<file path="src/rtl/ser_frame_rx.sv">
// Serial frame receiver (start, DATA_W bits LSB first, [even parity if SER_FRAME_RX_PARITY_EN], stop);
// data_valid/frame_err fire 2 + (bits-1)*CLKS_PER_BIT + CLKS_PER_BIT/2 cycles after the start edge, no backpressure.
module ser_frame_rx #(
   parameter int DATA_W       = 4,
   parameter int CLKS_PER_BIT = 8,
   parameter int NOM_W        = 4
) (
   input  logic              clk,
   input  logic              RST,
   input  logic              rx,
   output logic [DATA_W-1:0] EL,
   output logic [NOM_W-1:0]  NOM,
   output logic [1:0]        BIT,
   output logic              busy,
   output logic              data_valid,
   output logic              frame_err
);

   localparam int TW = $clog2(CLKS_PER_BIT);
   localparam logic [TW-1:0] HALF_M1 = TW'(CLKS_PER_BIT/2 - 1);
   localparam logic [TW-1:0] FULL_M1 = TW'(CLKS_PER_BIT - 1);
   localparam logic [2:0]    LAST_BIT = 3'(DATA_W - 1);

   typedef enum logic [2:0] {
      S_IDLE, S_START, S_DATA, S_PARITY, S_STOP, S_BREAK
   } state_t;

   state_t            r_state, w_state_nxt;
   logic [1:0]        r_sync;
   logic [TW-1:0]     r_tcnt, w_tcnt_nxt;
   logic [2:0]        r_bitcnt, w_bitcnt_nxt;
   logic [DATA_W-1:0] r_shift, w_shift_nxt;
   logic [DATA_W-1:0] r_el, w_el_nxt;
   logic [NOM_W-1:0]  r_nom, w_nom_nxt;
   logic              r_dv, w_dv_nxt;
   logic              r_ferr, w_ferr_nxt;
   logic              w_rx_s;
`ifdef SER_FRAME_RX_PARITY_EN
   logic              r_par_err, w_par_err_nxt;
`endif

   assign w_rx_s = r_sync[1];

   always_ff @(posedge clk or posedge RST) begin
      if (RST) begin
         r_state  <= S_IDLE;
         r_sync   <= 2'b11;
         r_tcnt   <= '0;
         r_bitcnt <= '0;
         r_shift  <= '0;
         r_el     <= '0;
         r_nom    <= '0;
         r_dv     <= 1'b0;
         r_ferr   <= 1'b0;
      end else begin
         r_state  <= w_state_nxt;
         r_sync   <= {r_sync[0], rx};
         r_tcnt   <= w_tcnt_nxt;
         r_bitcnt <= w_bitcnt_nxt;
         r_shift  <= w_shift_nxt;
         r_el     <= w_el_nxt;
         r_nom    <= w_nom_nxt;
         r_dv     <= w_dv_nxt;
         r_ferr   <= w_ferr_nxt;
      end
   end

`ifdef SER_FRAME_RX_PARITY_EN
   always_ff @(posedge clk or posedge RST) begin
      if (RST) r_par_err <= 1'b0;
      else     r_par_err <= w_par_err_nxt;
   end
`endif

   always_comb begin
      w_state_nxt  = r_state;
      w_tcnt_nxt   = (r_tcnt == FULL_M1) ? '0 : r_tcnt + 1'b1;
      w_bitcnt_nxt = r_bitcnt;
      w_shift_nxt  = r_shift;
      w_el_nxt     = r_el;
      w_nom_nxt    = r_nom;
      w_dv_nxt     = 1'b0;
      w_ferr_nxt   = 1'b0;
`ifdef SER_FRAME_RX_PARITY_EN
      w_par_err_nxt = r_par_err;
`endif
      case (r_state)
         S_IDLE: begin
            w_tcnt_nxt = '0;
            if (!w_rx_s) w_state_nxt = S_START;
         end
         S_START: begin
            // Mid-bit recheck rejects short glitches on the idle line.
            if (r_tcnt == HALF_M1) begin
               w_tcnt_nxt   = '0;
               w_bitcnt_nxt = '0;
               w_state_nxt  = w_rx_s ? S_IDLE : S_DATA;
            end
         end
         S_DATA: begin
            if (r_tcnt == FULL_M1) begin
               w_shift_nxt             = r_shift >> 1;
               w_shift_nxt[DATA_W-1]   = w_rx_s;
               if (r_bitcnt == LAST_BIT) begin
                  w_bitcnt_nxt = '0;
`ifdef SER_FRAME_RX_PARITY_EN
                  w_state_nxt  = S_PARITY;
`else
                  w_state_nxt  = S_STOP;
`endif
               end else begin
                  w_bitcnt_nxt = r_bitcnt + 1'b1;
               end
            end
         end
`ifdef SER_FRAME_RX_PARITY_EN
         S_PARITY: begin
            if (r_tcnt == FULL_M1) begin
               w_par_err_nxt = (^r_shift) ^ w_rx_s;
               w_state_nxt   = S_STOP;
            end
         end
`endif
         S_STOP: begin
            if (r_tcnt == FULL_M1) begin
               if (w_rx_s) begin
                  w_state_nxt = S_IDLE;
`ifdef SER_FRAME_RX_PARITY_EN
                  if (r_par_err) begin
                     w_ferr_nxt = 1'b1;
                  end else begin
                     w_el_nxt  = r_shift;
                     w_nom_nxt = r_nom + 1'b1;
                     w_dv_nxt  = 1'b1;
                  end
`else
                  w_el_nxt  = r_shift;
                  w_nom_nxt = r_nom + 1'b1;
                  w_dv_nxt  = 1'b1;
`endif
               end else begin
                  w_ferr_nxt  = 1'b1;
                  w_state_nxt = S_BREAK;
               end
            end
         end
         S_BREAK: begin
            // A held-low line must return high before another start is accepted.
            w_tcnt_nxt = '0;
            if (w_rx_s) w_state_nxt = S_IDLE;
         end
         default: begin
            w_tcnt_nxt  = '0;
            w_state_nxt = S_IDLE;
         end
      endcase
   end

   assign EL         = r_el;
   assign NOM        = r_nom;
   assign BIT        = (r_state == S_DATA) ? r_bitcnt[1:0] : 2'd0;
   assign busy       = (r_state != S_IDLE);
   assign data_valid = r_dv;
   assign frame_err  = r_ferr;

endmodule

</file>
<file path="config.mk">
export PLATFORM = sky130hd
export DESIGN_NAME = ser_frame_rx
export DESIGN_NICKNAME = d
export VERILOG_FILES = /design/src/rtl/ser_frame_rx.sv
export SDC_FILE = /design/constraint.sdc
export NUM_CORES = 1
export LEC_CHECK = 0
export CAP_MARGIN = 0
export CORE_ASPECT_RATIO = 1.1
export CORE_MARGIN = 1
export CORE_UTILIZATION = 55
export DETAILED_ROUTE_END_ITERATION = 6
export GPL_TIMING_DRIVEN = 1
export HOLD_SLACK_MARGIN = 0.05
export MAX_ROUTING_LAYER = met4
export PLACE_DENSITY = 0.79
export SLEW_MARGIN = 40
export SYNTH_ARGS = -nofsm -noshare
export SYNTH_HDL_FRONTEND = slang
export SYNTH_SLANG_ARGS = --single-unit
</file>
<file path="constraint.sdc">
create_clock -name clk -period 3.6 [get_ports clk]
set_input_delay 0.54 -clock clk [delete_from_list [all_inputs] [get_ports clk]]
set_output_delay 0.54 -clock clk [all_outputs]
set_load 0.01 [all_outputs]
</file>
[Yosys cells after proc, flatten, opt, wreduce, memory -nomap -nowiden]
Index checks and enable logic that the tools add are counted.
Storage, ports and cells
  output and inout bits: 13
  word-level logic and storage cells: 56
  input bits: 3
  register bits after elaboration: 25
Cells by class
  add/sub/neg operators: 3
  eq/ne operators: 13
  reductions and logical operators: 8
  muxes and demuxes: 23
Operator list (number)
  2-to-1 mux 3 bit: 12
  one-hot mux 3 bit (5 select lines): 1
  != test 2 bit (second input constant): 6
  one-hot mux 3 bit (2 select lines): 2
  == test 3 x 2 -> 1 bit (second input constant): 3
  == test 3 bit (second input constant): 3
  adder 3 x 1 -> 3 bit (second input constant): 2
  2-to-1 mux 1 bit: 6
  AND reduction 3 bit: 2
  AND reduction 6 bit: 1
  adder 4 x 1 -> 4 bit (second input constant): 1
  2-to-1 mux 2 bit: 2
  == test 3 x 1 -> 1 bit (second input constant): 1
  zero test 3 bit: 1
  nonzero test 3 bit: 1
  AND reduction 2 bit: 1
  nonzero test 2 bit: 1
  OR reduction 2 bit: 1

[Depth between registers and ports, before layout]
Gate-level depths: netlist of run 1.
  word-level depth: 4
  mapped depth: 5
  mapped depth without buffers: 5

[Worst setup path after synthesis of run 1]
OpenSTA, ideal clock, no wires.
  path kind: register to register
  start: register r_tcnt[0]
  end: register r_bitcnt[0]
  arrival time: 1526 ps
  period minus slack after synthesis: 1654 ps
  path buffers: 0
  cell stages (with the launch flop): 6
  setup slack: 1946 ps
  cells stage by stage: dfrtp_1 > ha_1 > ha_1 > and4bb_1 > a41oi_2 > mux2_1
On the way
  longest elaborated chain between the ends: 3
  elaborated cells between the ends (all ways): 5
Ends and longest elaborated chain
  start: declaration: line 30  | logic [TW-1:0] r_tcnt, w_tcnt_nxt;
  start signal: assignment: line 58  | r_tcnt <= w_tcnt_nxt;
  == test 3 bit or == test 3 x 2 -> 1 bit (tied branches): line 101, 94
  != test 2 bit (no line)
  AND reduction 3 bit (no line) *
  end signal: assignment: line 59  | r_bitcnt <= w_bitcnt_nxt;
  end: declaration: line 31  | logic [2:0] r_bitcnt, w_bitcnt_nxt;
Mark *: on every way between the ends. The rest lies on a longest branch, timed or not.
A chain may end at the register's enable or synchronous reset.

[Worst setup path after layout of run 1]
  start: register r_state[0]
  end: output BIT[0]
On the way
  longest elaborated chain between the ends: 2
Ends and longest elaborated chain
  start: declaration: line 28  | state_t r_state, w_state_nxt;
  start signal: assignment: line 56  | r_state <= w_state_nxt;
  == test 3 x 2 -> 1 bit: line 161  | assign BIT = (r_state == S_DATA) ? r_bitcnt[1:0] : 2'd0;
  2-to-1 mux 2 bit: line 161
  end: declaration: line 13  | output logic [1:0] BIT,
Every way passes these cells.

==> metrics.txt, run 1 <==
CTS tree built; Placer Congestion 0.8329; Buf/Inv on CP 1; critical path depth 3; top sig layer met4; Synthesized Nets 105; RSZ-0062 raised after global routing false; max-cap violations 0; die area 2439 um2; CP startpoint kind flip-flop; ys async rst share 100.0%; vias 732; First-pass DRT Iterations 6; Post-DRT Antenna Nets 0; synthesized cell area 1235 um2; Slew Limit Fails 0; placed cell areas 1380 um2; core area 2063 um2; register area share after synthesis 50.86%; Least-Margin Pin Slew 498.6 ps; maximum clock rate 0.4167 GHz; postcts setup bufs 0; Yosys warning total 0; CTS buffer count 3; clk_lat worst skew 310 ps; wl on met1 837 um; IR drop worst, VDD 0.3329 mV; final cycle utilization of the critical path 66.67%; total gr overflow 0; slew margin rel. 66.71%; Final Cell Area 1406 um2; post_cts resized 0; post-DP HPWL 1392 um; Synth area leader dfrtp_1; setup slack, reg-to-reg 1800 ps; kind of critical path reg2out; H-tree Lvls 1; Starting Density 59.85%; Top Ports 16; Hold Fails Final Rpt 0; pin count of the biggest net entering global routing 26; antenna cells 0; Post-synth EDFFs 0; Hold Crit Class reg2reg; syn_area_per_cell 13.00 um2; Final TNS setup 0 ps; share of the synthesized area in the top cell type 46.61%; status finished clean; clock sinks 25; Synth Flop Type dfrtp_1; CP endpoint BIT[0]; share of cells above drive strength 1 19.27%; global-route wire length before repair 3270 um; Routed Wire Length 1851 um; clk_skew 1.749 ps; CP top delay family flip-flops; Cell Pwr Density 402.2 nW/um2; setup violators final 0; crit-path cells nor3b_1, and2_1, clkdlybuf4s50_1; vias in the first global route 744; fill cell count 160; arrival time at the worst endpoint 1860 ps; Remaining DRCs 0; Syn Inst Count 95; met2 wire length 955 um; Clk pin slew, worst setup/hold paths 120 ps; CTS Buffer Depth 2; Netlist cell types 37; CP Data Required Time 3060 ps; die width 47.18 um; Worst R2R Path Depth 5; CP max-delay cell dfrtp_1; Hold WS 371.2 ps; synthesis-stage register bit count 25; DRT iter0 DRCs 16; CTS Root Cell clkbuf_4; met3 wire len 48 um; IO Port Bufs 15; Vert. Die Dim 51.70 um; reg2reg start r_tcnt[0]; Crit. Startpoint r_state[0]; r2r endpoint r_bitcnt[0]; hold_buf cts 0; average wire per standard cell 13.51 um; via/cell ratio 5.343; post-synthesis to final-layout area growth 13.88%; Worst setup EP type primary output; largest cells by area after synthesis dfrtp_1 47%, ha_1 7.1%, mux2_4 6.1%; post-layout util 68.16%; total power 0.0005656 W; peak fanout along the critical path 14; layout net count 120; total track usage 20.13%; row count 17; initial antenna violation count 0; CP max stage delay 530 ps; Pleak 0.6866 nW; minimum clock period 2400 ps
==> registers in the layout, summed over array words and instances (netlist names) <==
signal and count:
EL 4, NOM 4, r_shift 4, r_bitcnt 3
r_state 3, r_tcnt 3, r_sync 2, data_valid 1
frame_err 1
==> where the power goes <==
| part | leakage [nW] | switching [W] | total, W | internal, W |
|---|---|---|---|---|
| sequential | 0.335 | 0.0000285 | 0.000331 | 0.000303 |
| combinational | 0.336 | 0.0000534 | 0.000115 | 0.0000620 |
| clock | 0.0150 | 0.0000758 | 0.000119 | 0.0000432 |
| total | 0.687 | 0.000158 | 0.000566 | 0.000408 |
==> layout make-up <==
type / count / area [um2] / share of cell area [%]
tap: 28 / 35.03 / 2.491
multi-input combinational: 58 / 540.5 / 38.43
clock buffer: 4 / 26.28 / 1.868
timing repair buffer: 15 / 150.1 / 10.68
sequential: 25 / 628.1 / 44.66
inverter: 7 / 26.28 / 1.868
==> kinds of logic after synthesis <==
group / count (synthesis) / share of synthesized area (%)
AND/OR/NAND/NOR: 27 / 16.11
flip-flops: 25 / 50.86
buffers and inverters: 12 / 5.370
multiplexers: 11 / 11.55
AO/OA/AOI/OAI: 9 / 6.181
adder cells (fa/ha/maj): 7 / 7.092
XOR/XNOR: 4 / 2.837
==> cells in the mapped netlist, types with 3 or more instances <==
master    n
inv_1     6
dfrtp_1  23
mux2_4    5
and2_1    3
nor2_1    4
xnor2_1   3
mux2_2    4
ha_1      7
==> per-layer routing <==
layer	track usage [%]	vias to the layer above
met5	-	-
met4	8.571	0
met3	4.167	2
met2	30.79	13
met1	25.69	359
li1	-	358
==> how the worst min path moves through the flow <==
| stage | startpoint | to | depth (start not counted) |
|---|---|---|---|
| global route | r_sync[0] | r_sync[1] | 0 |
| detailed placement | r_sync[0] | r_sync[1] | 0 |
| global placement | r_sync[0] | r_sync[1] | 0 |
| floorplan | r_sync[0] | r_sync[1] | 0 |
| CTS | r_sync[0] | r_sync[1] | 0 |
| finish | r_sync[0] | r_sync[1] | 0 |
==> metrics by stage <==
stage,cells,worst slack (ps)
2_1_floorplan,95,1946
3_3_place_gp,133,1574
3_5_place_dp,133,1560
4_1_cts,137,1185
5_1_grt,137,1081
6_report,137,1200
==> cell usage in the layout (no fill, tap or decap), types with 2 or more instances in the layout <==
cell type        instances
dfrtp_1                 23
ha_1                     7
mux2_4                   5
clkbuf_4                 3
nor3b_1                  2
mux2_1                   2
and2_1                   3
clkdlybuf4s50_1         15
xnor2_1                  3
inv_2                    2
nor3_1                   2
o21ai_0                  2
mux2_2                   4
nor2_1                   4
nand3_1                  2
nor2b_1                  2
and4bb_1                 2
inv_1                    5
dfstp_2                  2
a31oi_1                  2
Power figures use the tool's default switching activity.
==> run 2: changes to the inputs <==
CORE_UTILIZATION = 48   (was 55)
PLACE_DENSITY = 0.74   (was 0.79)
clock period = 2.2 ns   (was 3.6 ns; I/O delays follow)
==> metrics.txt, run 2 (synthesis results as in run 1) <==
status finished clean; share of cells above drive strength 1 24.78% (+5.5 points); clk_lat worst skew 310 ps (about the same); Starting Density 52.72% (-7.1 points); RSZ-0062 raised after global routing false; Placer Congestion 0.7948 (-4.6%); Register Area 631.9 um2 (+0.60%); CP max stage delay 530 ps (about the same); global routing's busiest layer met2; total gr overflow 0 (unchanged); IO Port Bufs 15 (unchanged); IR drop worst, VDD 0.5057 mV (+52%); slew margin rel. 76.21% (+9.5 points); peak fanout along the critical path 12 (-2); Top Ports 16 (unchanged); minimum clock period 2088 ps; Buf/Inv on CP 1 (unchanged); via/cell ratio 5.343 (about the same); initial antenna violation count 0 (unchanged); clock sinks 25 (unchanged); First-pass DRT Iterations 4 (-2); Hold WS 349.2 ps (-22.05 ps); DRT iter0 DRCs 6 (-10); average wire per standard cell 14.80 um (+9.6%); setup violators final 0 (unchanged); die area 2780 um2 (+14%); H-tree Lvls 1 (unchanged); Hold Fails Final Rpt 0 (unchanged); Cell Pwr Density 667.7 nW/um2 (+66%); Least-Margin Pin Slew 356.2 ps (-142.4 ps); Post-Place Cells 136 (+2.3%); post-DP HPWL 1514 um (+8.8%); Post-DRT Antenna Nets 0 (unchanged); antenna cells 0 (unchanged); Routed Wire Length 2117 um (+14%); Final TNS setup 0 ps (unchanged); Vert. Die Dim 55.20 um (+6.8%); Remaining DRCs 0 (unchanged); multi-input logic area 551.8 um2 (+2.1%); layout net count 124 (+3.3%); most frequent cells in the layout 20 x dfrtp_1, 15 x clkdlybuf4s50_1, 7 x ha_1; post-layout util 62.07% (-6.1 points); total power 0.0009708 W (+72%); kind of critical path reg2out; maximum clock rate 0.4789 GHz; total track usage 17.95% (-2.2 points); crit-path cells nor3b_4, and2_1, clkdlybuf4s50_1; hold_buf cts 0 (unchanged); CP top delay family buffers and inverters; max-cap violations 0 (unchanged); vias in the first global route 776 (+4.3%); commonest non-fill, non-tap cell in the layout dfrtp_1; clk_skew 6.781 ps (+5.032 ps); met3 usage 5.785% (+1.6 points); CP Data Required Time 1870 ps (-1190 ps); post-synthesis to final-layout area growth 17.73%; Slew Limit Fails 0 (unchanged); Pleak 0.7028 nW (+2.4%); row count 18 (+1); CTS tree built; final non-filler cell total 143 (+4.4%); global-route wire length before repair 3650 um (+12%); vias 764 (+4.4%); final cycle utilization of the critical path 94.91%; pin count of the biggest net entering global routing 26 (unchanged); CP startpoint kind flip-flop; CTS Buffer Depth 2 (unchanged); M1 GR Usage 22.02% (-3.7 points); CTS buffer count 3 (unchanged); die width 50.36 um (+6.7%); arrival time at the worst endpoint 1760 ps (-100 ps); Worst setup EP type primary output; fill cell count 201 (+26%); Hold Crit Class in2async; CTS Root Cell clkbuf_4; met2 usage in global routing 29.52% (-1.3 points); CP max-delay cell clkdlybuf4s50_1; core area 2342 um2 (+14%); Clk pin slew, worst setup/hold paths 120 ps (about the same)
-- run 2: path summary, 6_finish.rpt --
check | from | endpoint | slack [ps] | cells after the start
setup / recovery | r_state[2] | BIT[1] | 110 | 3
max in group asynchronous | RST | r_sync[1] | 1570 | 3
setup reg to reg | r_tcnt[0] | r_bitcnt[0] | 400 | 5
hold reg to reg | r_sync[0] | r_sync[1] | 370 | 0
min in group clk | r_sync[0] | r_sync[1] | 370 | 0
hold / removal | RST | r_shift[2] | 350 | 3
-- run 2: cell type report --
| type | count | share of cell area [%] |
|---|---|---|
| Timing Repair Buffer | 19 | 12.39 |
| Multi-Input combinational cell | 58 | 37.95 |
| Sequential cell | 25 | 43.46 |
| Tap cell | 30 | 2.582 |
| Inverter | 7 | 1.807 |
| Clock buffer | 4 | 1.807 |
-- run 2: worst register-to-register path: cells and delay by family, from the launching register on --
family                     cells  cell delay (ps)
muxes                          1              350
DFF                            1              400
AOI/OAI and AO/OA              1              250
adders and majority gates      2              500
and+or+nand+nor                1              210
-- run 2: through the flow --
stage | instance area, um2 | setup WS [ps]
after floorplan | 1235 | 546.1
after global placement | 1390 | 373.9
after detailed placement | 1390 | 248.3
after CTS | 1423 | 24.14
after global routing | 1454 | 26.97
final | 1454 | 111.9
-- run 2: routing by layer --
metal  share of wire [%]  up-vias  wire length [um]
met4                0.71        0                15
met1                  43      382               905
met3                 3.5        2                74
li1                    -      367                 -
met2                  53       13              1121
met5                   0        -                 0
-- run 2: timing repair --
action,in CTS,in global routing
setup buffers,0,3
gates resized for setup,2,3
endpoints found under the setup margin,2,2
pin swaps,0,0
-- run 2: report_power, final --
group          total (W)  internal (W)  switching, W
clock network   0.000192     0.0000708      0.000121
logic           0.000237      0.000130      0.000107
registers       0.000542      0.000498     0.0000443
total           0.000971      0.000698      0.000272
==> run 3: changes to the inputs <==
CORE_MARGIN = unset   (was 1)
==> results of run 3 <==
Final layout, timing and power as in run 2 (identical DEF).
==> RTL edit, RTL diff (config.mk and constraints of run 2) <==
Build with the macro `SER_FRAME_RX_PARITY_EN` defined.
--- a/src/rtl/ser_frame_rx.sv
+++ b/src/rtl/ser_frame_rx.sv
@@ -1,4 +1,6 @@
 // Serial frame receiver (start, DATA_W bits LSB first, [even parity if SER_FRAME_RX_PARITY_EN], stop);
 // data_valid/frame_err fire 2 + (bits-1)*CLKS_PER_BIT + CLKS_PER_BIT/2 cycles after the start edge, no backpressure.
+`define SER_FRAME_RX_PARITY_EN
+
 module ser_frame_rx #(
    parameter int DATA_W       = 4,
Check against the original RTL: same outputs for any inputs over 10 cycles, from zero or initial values and one cycle with RST high; that may be too few to reach the edited logic, so the function may still have changed.
==> RTL edit against run 2 <==
Die area grew 6.8%; cell area grew 6.7%; setup slack gained 69 ps; sequential cell count grew 1; core utilization shrank 1.1 points; wire length grew 1.6%; total power grew 43%; sequential share of layout area shrank 1.2 points; sequential power grew 23%; synthesized area grew 7.1%; clock power grew 71%; synthesized cell count grew 13%; largest power group unchanged.
==> RTL edit: results (changes against run 2) <==
* Status: finished, final reports clean
* Net Sw Frac at 0.317 (+0.0364)
* Nets at 135 (+8.9%)
* Worst-Margin Slew at 399 ps (+43.2 ps)
* Layout cells sized above 1 at 0.177 (-0.0704)
* Global router's overall resource usage at 0.181 (+0.00117)
* Initial DRC Count at 17 (+11)
* Crit path max-delay family: buffers and inverters
* Synth top cells by count: 24 x dfrtp_1, 8 x inv_1, 7 x ha_1, 5 x mux2_4, 5 x o21ai_0
* WL per Instance at 13.9 µm (-6.3%)
* Dpl hpwl at 1570 µm (+3.9%)
* CTS max path bufs at 2 (unchanged)
* Worst reg2reg path endpoint: NOM[1]
* DR vias/cell at 5.45 (+2.0%)
* Syn Inst Count at 107 (+13%)
* Number of global-route vias before repair at 857 (+10%)
* Critical path's slowest cell: clkdlybuf4s50_1
* Mapped Nets at 117 (+11%)
* Largest net degree at the start of global routing at 18 (-31%)
* Root buffer cell: clkbuf_4
* Placed cell count at 151 (+11%)
* Worst vdd ir at 0.672 mV (+33%)
* Initial antenna violation count at 0 (unchanged)
* Placer Congestion at 0.874 (+10%)
* Post-synthesis sequential area ratio at 0.494 (-0.0148)
* Worst Path Arrival at 1690 ps (-70 ps)
* Pre-antenna DRT Iters at 5 (+1)
* Synth top area cells: dfrtp_1 45%, ha_1 6.6%, mux2_4 5.7%
* First-pass GRT wire length at 3820 µm (+4.7%)
* Via Count at 845 (+11%)
* DRT antenna net count at 0 (unchanged)
* CP Launch Point: r_state[1]
* R2R Path Start: r_tcnt[0]
* Leak at 0.740 nW (+5.3%)
* Placed Area at 0.00150 mm² (+7.7%)
* Skew final at 5.94 ps (-0.841 ps)
* R2R Setup Slk at 320 ps (-80 ps)
* Worst-path clk slew at 140 ps (+20 ps)
* Number of setup buffers added after CTS at 0 (unchanged)
* TritonCTS Buffers at 3 (unchanged)
[RTL edit: worst max path at each step]
stage          cells after the start  endpoint
3_5_place_dp                       5    NOM[1]
6_report                           4    BIT[1]
3_3_place_gp                       5     EL[2]
4_1_cts                            4    BIT[0]
5_1_grt                            4    BIT[0]
2_1_floorplan                      6     EL[0]
[RTL edit: power groups by stage]
stage	clock, mW	combinational [mW]	sequential, mW
floorplan	0	0.354	0.609
global placement	0	0.385	0.662
detailed placement	0	0.398	0.669
CTS	0.341	0.401	0.659
global route	0.373	0.453	0.678
finish	0.329	0.397	0.665
[RTL edit: per-layer routing]
layer / routed length, µm / global-route usage
met4: 15 / 0.0927
met3: 90 / 0.0240
met1: 957 / 0.235
met2: 1090 / 0.273
met5: 0 / -
[RTL edit: kinds of logic after synthesis]
family | synth area share
adder cells (fa/ha/maj) | 0.0662
buffers and inverters | 0.0511
AND/OR/NAND/NOR | 0.148
XOR/XNOR | 0.0501
multiplexers | 0.116
AO/OA/AOI/OAI | 0.0747
flip-flops | 0.494
[RTL edit: cell type report]
class	count	area (µm²)
fillers	224	992
repair buffers	18	173
multi-input cells	68	602
flip-flops and latches	26	656
clock buffers	3	22.5
inverters	8	30.0
clock inverters	1	30.0
well taps	31	38.8
[RTL edit: metrics by stage]
stage | hold slack (ps) | setup WS [ps]
after floorplan | 334 | 502
after global placement | 348 | 409
after detailed placement | 352 | 324
after CTS | 265 | 61.8
after global routing | 260 | 16.0
final | 270 | 181
[RTL edit: timing repair]
action	4_1_cts	5_1_grt
hold endpoints to repair	0	0
setup endpoints to repair	0	3
hold buffers	0	0
gates resized for setup	0	2
[RTL edit: worst reg2reg max path: stages, from the launching register on]
cell,delay (ps)
dfrtp_1,380
ha_1,230
ha_1,310
nand4bb_4,150
or2_1,380
mux2_4,350
